**config.mk**
```make
export PLATFORM = sky130hd
export DESIGN_NAME = spi_2phase_rx_flat
export DESIGN_NICKNAME = d
export VERILOG_FILES = /design/src/rtl/spi_link_pkg.sv /design/src/rtl/spi_2phase_rx_if.sv /design/src/rtl/spi_sync_edge.sv /design/src/rtl/spi_2phase_rx.sv /design/src/flat_wrapper.sv
export SDC_FILE = /design/constraint.sdc
export NUM_CORES = 1
export LEC_CHECK = 0
export BUFFER_PORTS_ARGS = -buffer_cell sky130_fd_sc_hd__clkbuf_2
export CORE_ASPECT_RATIO = 1.25
export CORE_MARGIN = 3
export CORE_UTILIZATION = 30
export DETAILED_ROUTE_END_ITERATION = 10
export PLACE_DENSITY = 0.59
export SKIP_LAST_GASP = 1
export SYNTH_ARGS = -nofsm -noshare
export SYNTH_HDL_FRONTEND = slang
export SYNTH_SLANG_ARGS = --single-unit
```
**constraint.sdc**
```tcl
create_clock -name clk -period 2.6 [get_ports clk]
set_input_delay 0.13 -clock clk [delete_from_list [all_inputs] [get_ports clk]]
set_output_delay 0.13 -clock clk [all_outputs]
set_load 0.02 [all_outputs]
```
**src/rtl/spi_link_pkg.sv**
```systemverilog
// spi_link_pkg: shared types and defaults for the two-phase serial configuration link.
//   rx_state_t        receiver FSM state (IDLE waiting for SCLK1, HOLD waiting for SCLK2)
//   GENERAL_REG_WIDTH width of a configuration register word
//   DATA_WIDTH_DEF    default bits per frame
//   SYNC_STAGES_DEF   default synchronizer depth
package spi_link_pkg;
  localparam int GENERAL_REG_WIDTH = 16;
  localparam int DATA_WIDTH_DEF = GENERAL_REG_WIDTH;
  localparam int SYNC_STAGES_DEF = 2;
  typedef enum logic {IDLE, HOLD} rx_state_t;
endpackage

```
**src/rtl/spi_2phase_rx_if.sv**
```systemverilog
// spi_2phase_rx_if: link pins and receive-side results of the two-phase serial link.
//   sclk1, sclk2, lat, sdi  link pins, driven by the transmitter (master)
//   shift_q                 live shift register contents
//   dout, dout_vld          last latched word and its one-cycle update strobe
//   bit_cnt                 bits shifted since the last LAT, saturating at DATA_WIDTH+1
//   frame_err, phase_err    sticky error flags
interface spi_2phase_rx_if
  import spi_link_pkg::*;
#(
  parameter int DATA_WIDTH = DATA_WIDTH_DEF
);
  localparam int CW = $clog2(DATA_WIDTH + 2);
  logic sclk1;
  logic sclk2;
  logic lat;
  logic sdi;
  logic [DATA_WIDTH-1:0] shift_q;
  logic [DATA_WIDTH-1:0] dout;
  logic dout_vld;
  logic [CW-1:0] bit_cnt;
  logic frame_err;
  logic phase_err;
  modport master (
    output sclk1, sclk2, lat, sdi,
    input shift_q, dout, dout_vld, bit_cnt, frame_err, phase_err
  );
  modport slave (
    input sclk1, sclk2, lat, sdi,
    output shift_q, dout, dout_vld, bit_cnt, frame_err, phase_err
  );
endinterface

```
**src/rtl/spi_sync_edge.sv**
```systemverilog
// spi_sync_edge: multi-flop synchronizer for one asynchronous pin plus rising-edge detect.
//   clk, rst_n  system clock, asynchronous active-low reset
//   d           asynchronous input pin
//   q           synchronized level, delayed STAGES clocks
//   rise        one-cycle pulse when q goes 0 -> 1 (acts on the edge STAGES+1 after the pin)
module spi_sync_edge #(
  parameter int STAGES = 2
) (
  input  logic clk,
  input  logic rst_n,
  input  logic d,
  output logic q,
  output logic rise
);
  logic [STAGES-1:0] sr;
  logic prev;
  always_ff @(posedge clk or negedge rst_n) begin
    if (!rst_n) begin
      sr <= '0;
      prev <= 1'b0;
    end else begin
      sr <= {sr[STAGES-2:0], d};
      prev <= sr[STAGES-1];
    end
  end
  assign q = sr[STAGES-1];
  assign rise = q & ~prev;
endmodule

```
**src/rtl/spi_2phase_rx.sv**
```systemverilog
// spi_2phase_rx: oversampling receiver for the SCLK1/SCLK2/LAT two-phase serial link.
//   clk, rst_n  system clock, asynchronous active-low reset
//   bus         spi_2phase_rx_if slave: sclk1/sclk2/lat/sdi in; shift_q, dout, dout_vld,
//               bit_cnt, frame_err, phase_err out (all registered, all reset to 0)
// SCLK1 samples SDI into a hold bit, SCLK2 shifts it in MSB-first, LAT publishes the word.
module spi_2phase_rx
  import spi_link_pkg::*;
#(
  parameter int DATA_WIDTH = DATA_WIDTH_DEF,
  parameter int SYNC_STAGES = SYNC_STAGES_DEF
) (
  input logic clk,
  input logic rst_n,
  spi_2phase_rx_if.slave bus
);
  localparam int CW = $clog2(DATA_WIDTH + 2);
  localparam logic [CW-1:0] FULL = CW'(DATA_WIDTH);
  localparam logic [CW-1:0] SAT = CW'(DATA_WIDTH + 1);
  logic s1, s2, sd, r1, r2, rl;
  logic lat_level_unused, sdi_rise_unused;
  rx_state_t state, st_nxt;
  logic hold_bit, pe_frame;
  logic ov, do_shift, pe_evt, clean;
  logic [DATA_WIDTH-1:0] sh_nxt;
  logic [CW-1:0] cnt_nxt;
  spi_sync_edge #(.STAGES(SYNC_STAGES)) u_sclk1 (.clk(clk), .rst_n(rst_n), .d(bus.sclk1), .q(s1), .rise(r1));
  spi_sync_edge #(.STAGES(SYNC_STAGES)) u_sclk2 (.clk(clk), .rst_n(rst_n), .d(bus.sclk2), .q(s2), .rise(r2));
  spi_sync_edge #(.STAGES(SYNC_STAGES)) u_lat (.clk(clk), .rst_n(rst_n), .d(bus.lat), .q(lat_level_unused), .rise(rl));
  spi_sync_edge #(.STAGES(SYNC_STAGES)) u_sdi (.clk(clk), .rst_n(rst_n), .d(bus.sdi), .q(sd), .rise(sdi_rise_unused));
  // The shift is resolved first so a LAT landing on the same cycle as SCLK2 sees the new bit.
  always_comb begin
    ov = s1 & s2;
    do_shift = r2 && state == HOLD && !ov;
    sh_nxt = do_shift ? {bus.shift_q[DATA_WIDTH-2:0], hold_bit} : bus.shift_q;
    cnt_nxt = (do_shift && bus.bit_cnt != SAT) ? bus.bit_cnt + 1'b1 : bus.bit_cnt;
    st_nxt = do_shift ? IDLE : state;
    pe_evt = ov | (r2 && state == IDLE) | (r1 && state == HOLD && !rl);
    clean = cnt_nxt == FULL && st_nxt == IDLE && !pe_frame && !pe_evt;
  end
  // pe_frame tracks phase errors within the current frame only; phase_err stays sticky
  // across a dirty LAT and is cleared only by a clean one.
  always_ff @(posedge clk or negedge rst_n) begin
    if (!rst_n) begin
      state <= IDLE;
      hold_bit <= 1'b0;
      pe_frame <= 1'b0;
      bus.shift_q <= '0;
      bus.dout <= '0;
      bus.dout_vld <= 1'b0;
      bus.bit_cnt <= '0;
      bus.frame_err <= 1'b0;
      bus.phase_err <= 1'b0;
    end else begin
      bus.dout_vld <= rl;
      bus.shift_q <= sh_nxt;
      if (rl) begin
        bus.dout <= sh_nxt;
        bus.bit_cnt <= '0;
        state <= IDLE;
        pe_frame <= 1'b0;
        bus.frame_err <= clean ? 1'b0 : (bus.frame_err | (cnt_nxt != FULL) | (st_nxt == HOLD));
        bus.phase_err <= !clean && (bus.phase_err | pe_evt);
      end else begin
        bus.bit_cnt <= cnt_nxt;
        pe_frame <= pe_frame | pe_evt;
        bus.phase_err <= bus.phase_err | pe_evt;
        if (r1 && !ov) begin
          hold_bit <= sd;
          state <= HOLD;
        end else begin
          state <= st_nxt;
        end
      end
    end
  end
endmodule

```
**src/flat_wrapper.sv**
```systemverilog
// flat-port wrapper written by rule: the top's interface ports become plain ports
module spi_2phase_rx_flat import spi_link_pkg::*;
#(
  parameter int DATA_WIDTH = DATA_WIDTH_DEF,
  parameter int SYNC_STAGES = SYNC_STAGES_DEF
)
  (clk, rst_n, bus_sclk1, bus_sclk2, bus_lat, bus_sdi, bus_shift_q, bus_dout, bus_dout_vld, bus_bit_cnt, bus_frame_err, bus_phase_err);
  spi_2phase_rx_if #(.DATA_WIDTH(DATA_WIDTH)) bus_i ();
  input logic clk;
  input logic rst_n;
  input wire logic [$bits(bus_i.sclk1)-1:0] bus_sclk1;
  input wire logic [$bits(bus_i.sclk2)-1:0] bus_sclk2;
  input wire logic [$bits(bus_i.lat)-1:0] bus_lat;
  input wire logic [$bits(bus_i.sdi)-1:0] bus_sdi;
  output wire logic [$bits(bus_i.shift_q)-1:0] bus_shift_q;
  output wire logic [$bits(bus_i.dout)-1:0] bus_dout;
  output wire logic [$bits(bus_i.dout_vld)-1:0] bus_dout_vld;
  output wire logic [$bits(bus_i.bit_cnt)-1:0] bus_bit_cnt;
  output wire logic [$bits(bus_i.frame_err)-1:0] bus_frame_err;
  output wire logic [$bits(bus_i.phase_err)-1:0] bus_phase_err;
  assign bus_i.sclk1 = bus_sclk1;
  assign bus_i.sclk2 = bus_sclk2;
  assign bus_i.lat = bus_lat;
  assign bus_i.sdi = bus_sdi;
  assign bus_shift_q = bus_i.shift_q;
  assign bus_dout = bus_i.dout;
  assign bus_dout_vld = bus_i.dout_vld;
  assign bus_bit_cnt = bus_i.bit_cnt;
  assign bus_frame_err = bus_i.frame_err;
  assign bus_phase_err = bus_i.phase_err;
  spi_2phase_rx #(.DATA_WIDTH(DATA_WIDTH), .SYNC_STAGES(SYNC_STAGES)) u_core (.clk(clk), .rst_n(rst_n), .bus(bus_i));
endmodule
```
==> results.md <==
Synth:
- The synthesized design spends more area on one cell type than any other, namely sky130_fd_sc_hd__dfrtp_1.
- By instance count, the leading cell after synthesis is sky130_fd_sc_hd__dfrtp_1.
- In the post-synthesis netlist, the biggest area contributors are sky130_fd_sc_hd__dfrtp_1 (66%), sky130_fd_sc_hd__nand2_1 (9.3%), sky130_fd_sc_hd__mux2_2 (8.7%).
- The share of synthesized area in the top cell type comes to 65.6%.
- The synthesized design contains 54 register bits.
- After synthesis, the most frequently instantiated cells are sky130_fd_sc_hd__dfrtp_1 (54), sky130_fd_sc_hd__nand2_1 (51), sky130_fd_sc_hd__mux2_2 (16).
- The number of flops mapped to enable cells by yosys is 0.
- The unique cell type count in the Yosys netlist is 33.
- The post-synthesis cell area is slightly above 2000 µm².
- The register area share after synthesis is between 60% and 70%.
- The share of synthesized registers carrying an async set or reset is 100%.
- The cell count after synthesis came out at roughly 170.
- The most instantiated flip-flop cell in the synthesis netlist is sky130_fd_sc_hd__dfrtp_1.
- Counting every net in the synthesized netlist gives 175.
- In this run the mean area of a mapped cell was roughly 12 µm².
- The number of warnings issued by yosys is 0.

Global routing:
- The initial antenna violation count is 0.
- The total global routing track utilization is between 10 and 15%.
- Summed over all layers, the global routing overflow is 0.
- The maximum number of pins on one net before global-route repair is 55.
- The first-pass GRT wire length is 6790 µm.
- The number of global-route vias before repair is around 1,400.

Power and ir drop:
- The reported leakage power is 0.00135 µW.
- Combinational logic burns between 10% and 20% of the power.
- Total power for the finished layout comes to between 1500 and 2000 µW.
- The internal power of the cells totals between 1000 and 1500 µW.
- In this run the power density over the cells is between 600 and 700 nW/µm².
- Of the total power, registers draw between 50% and 60%.
- The relative contribution of the clock network to total power is about a third.
- The maximum vdd ir drop is approximately 0.0004 V.
- In this run switching power makes up around a quarter of total power.
- The power spent charging and discharging nets is around 420 µW.

Worst setup path:
- The type of the worst setup path is reg2reg.
- The arrival time at the worst endpoint is 2060 ps.
- The nature of the critical path endpoint is a register.
- The reg-to-reg startpoint is u_core.u_sclk1.sr[1]$_DFF_PN0_.
- The element type at the critical path start is a register.
- STA puts the critical path data required time at between 2000 and 3000 ps.
- In this run the worst path has a maximum fanout of 24.
- The launch point of the worst path is u_core.u_sclk1.sr[1]$_DFF_PN0_.

Job:
- The count of maximum capacitance violations is 0.

Routing:
- The number of antenna-violating nets in the routed design is 0.
- The detailed-routing iteration count for the pre-antenna-repair pass is 4.
- For this block, the via count after detailed routing is 1,335.
- Using the TritonRoute via totals, the vias-per-cell ratio works out to 4.32.
- The detailed router's first-iteration violation count is 60.
- After detailed routing, the average wire length per cell comes to ~13 µm.
- After detailed routing, the number of remaining DRC violations is 0.
- Summed over all layers, the routed wires come to between 3000 and 4000 µm.

Clock tree:
- TritonCTS built the clock tree.
- The cell sitting at the root of the clock tree is a sky130_fd_sc_hd__clkbuf_8.
- Clock-pin slew was measured on the worst setup and hold paths at ~100 ps.
- The count of clock tree sinks is 54.
- The total CTS buffers is 5.
- The maximum count of clock buffers along a single path is 2.
- The H-tree level count is 2.
- Clock latency on the worst-skew pair, taken at its later pin, is roughly 300 ps.
- The number of gates resized after CTS is 0.

STA:
- Setup violations remaining at the end of the flow were counted as 0.
- Setup repair after global routing left no endpoint under its margin.
- Setup total negative slack on the finished layout was measured at 0 ps.
- The final number of hold-violating endpoints came to 0.
- The worst pin sits at a relative slew slack of between 50% and 60%.
- The slew at the pin closest to its max-slew limit is about 660 ps.
- The max-slew violation total from the final report is 0.
- The post-route clock period utilization is between 70% and 80%.
- The smallest hold slack is 357 ps.
- For this run, the top clock speed supported by timing is ~530 MHz.
- Clock skew on the completed layout was measured at 7.27 ps.
- The worst path setup slack after routing is ~720 ps.
- The worst path in the final design needs a cycle of roughly 1900 ps, including I/O delays and setup.

Cells and area:
- Cells with a size suffix above 1 make up 35.6% of the layout.
- The utilization of the core after routing is 38.4%.
- The footprint of the multi-input gates is 657 µm².
- The number of diodes added for antenna fixing is 0.
- In the final design database the tool counted 229 nets.
- The signed area change from the synthesized netlist to the final layout is 23.1%.
- The total area of sequential cells is 1350 µm².
- The filler cell count is roughly 690.

Die:
- The standard-cell row count is 33.
- In this run the vertical extent of the chip is approximately 100 µm.
- The horizontal die dimension is around 80 µm.
- After floorplanning, the core was sized to cover around 6600 µm².
- The overall die area is between 7000 and 8000 µm².
- The initial utilization of the core area, before any placement, comes to 31.2%.
- Pin placement for this block handled 46 I/O pins.

Placed design:
- The quantity of I/O buffers inserted on ports is 45.
- The wire-length estimate of the detail-placed layout is around 2700 µm.
- The worst setup slack after placement is 729 ps.
- The final weighted congestion of routability-driven global placement is 0.782.

Worst hold path:
- The startpoint identified for the worst hold timing path is u_core.u_lat.sr[0]$_DFF_PN0_.
- The path class of the tightest hold or removal check is reg2reg.

Status:
- The run finished with clean final reports.
-- cells by family after synthesis --
family | synth area share, %
mux | 9.96
flops | 65.6
compound gates | 4.31
simple gates | 15.1
fa+ha+maj | 1.21
xor+xnor | 1.28
buf+inv | 2.49
-- power groups by stage --
stage / Sequential, µW / Clock [µW] / Combinational (µW)
after floorplan: 981 / 0 / 75.9
after global routing: 935 / 603 / 223
final: 924 / 548 / 200
after CTS: 925 / 567 / 207
after global placement: 940 / 0 / 199
after detailed placement: 942 / 0 / 199
-- metrics by stage --
stage / cells / cell area, µm²
after global placement: 296 / 2380
after CTS: 309 / 2530
after detailed placement: 296 / 2380
final: 309 / 2530
after floorplan: 167 / 2060
after global routing: 309 / 2530
-- final timing paths --
kind,end,slack [ps],depth (start not counted)
worst max register to register,u_core.bus.frame_err$_DFFE_PN0P_,720,5
min in group asynchronous,u_core.u_lat.prev$_DFF_PN0_,490,3
worst min-delay path,u_core.u_lat.sr[1]$_DFF_PN0_,360,0
max in group asynchronous,u_core.state$_DFF_PN0_,1660,3
worst min register to register,u_core.u_lat.sr[1]$_DFF_PN0_,360,0
worst max-delay path,u_core.bus.frame_err$_DFFE_PN0P_,720,5
-- sequential cells by signal, indices dropped and copies added (netlist names), 2 cells and up --
register            count
u_core.bus.shift_q     16
u_core.u_sclk1.sr       2
u_core.u_sdi.sr         2
u_core.bus.dout        16
u_core.bus.bit_cnt      5
u_core.u_sclk2.sr       2
u_core.u_lat.sr         2
-- timing repair --
item	in CTS	in global routing
buffers inserted	0	0
endpoints found under the setup margin	0	0
endpoints found under the hold margin	58	0
hold buffers	5	0
-- routing by layer --
layer | vias to the layer above | share of wire (%) | GRT usage (%)
met5 | - | 0 | 0
met4 | 0 | 1.2 | 3.51
met3 | 6 | 4.8 | 2.93
met2 | 30 | 47 | 17.1
met1 | 646 | 47 | 14.3
li1 | 653 | - | -
-- layout make-up --
type | count | share of cell area [%]
Clock buffer | 5 | 2.71
Clock inverter | 3 | 1.58
Inverter | 3 | 0.444
Multi-Input combinational cell | 104 | 25.9
Sequential cell | 54 | 53.3
Tap cell | 87 | 4.29
Timing Repair Buffer | 53 | 11.7
-- cell usage in the layout (no fill, tap or decap), types with 2 or more instances in the layout --
| master | count |
|---|---|
| sky130_fd_sc_hd__a21oi_1 | 2 |
| sky130_fd_sc_hd__and3_1 | 2 |
| sky130_fd_sc_hd__buf_4 | 3 |
| sky130_fd_sc_hd__clkbuf_2 | 45 |
| sky130_fd_sc_hd__clkbuf_8 | 5 |
| sky130_fd_sc_hd__clkinv_2 | 2 |
| sky130_fd_sc_hd__dfrtp_1 | 54 |
| sky130_fd_sc_hd__dlygate4sd3_1 | 5 |
| sky130_fd_sc_hd__ha_1 | 2 |
| sky130_fd_sc_hd__inv_1 | 3 |
| sky130_fd_sc_hd__mux2_2 | 16 |
| sky130_fd_sc_hd__nand2_1 | 51 |
| sky130_fd_sc_hd__nand2b_1 | 2 |
| sky130_fd_sc_hd__nand4_1 | 2 |
| sky130_fd_sc_hd__nor2_1 | 5 |
| sky130_fd_sc_hd__o21a_1 | 2 |
| sky130_fd_sc_hd__or3b_2 | 2 |
| sky130_fd_sc_hd__xor2_1 | 2 |
-- worst max-delay path, stage by stage (launching register included) --
cell,delay (ps)
sky130_fd_sc_hd__dfrtp_1,410
sky130_fd_sc_hd__and4bb_4,540
sky130_fd_sc_hd__o31a_2,270
sky130_fd_sc_hd__mux2i_1,200
sky130_fd_sc_hd__and4b_1,250
sky130_fd_sc_hd__o22ai_1,90
Power figures use the tool's default switching activity.
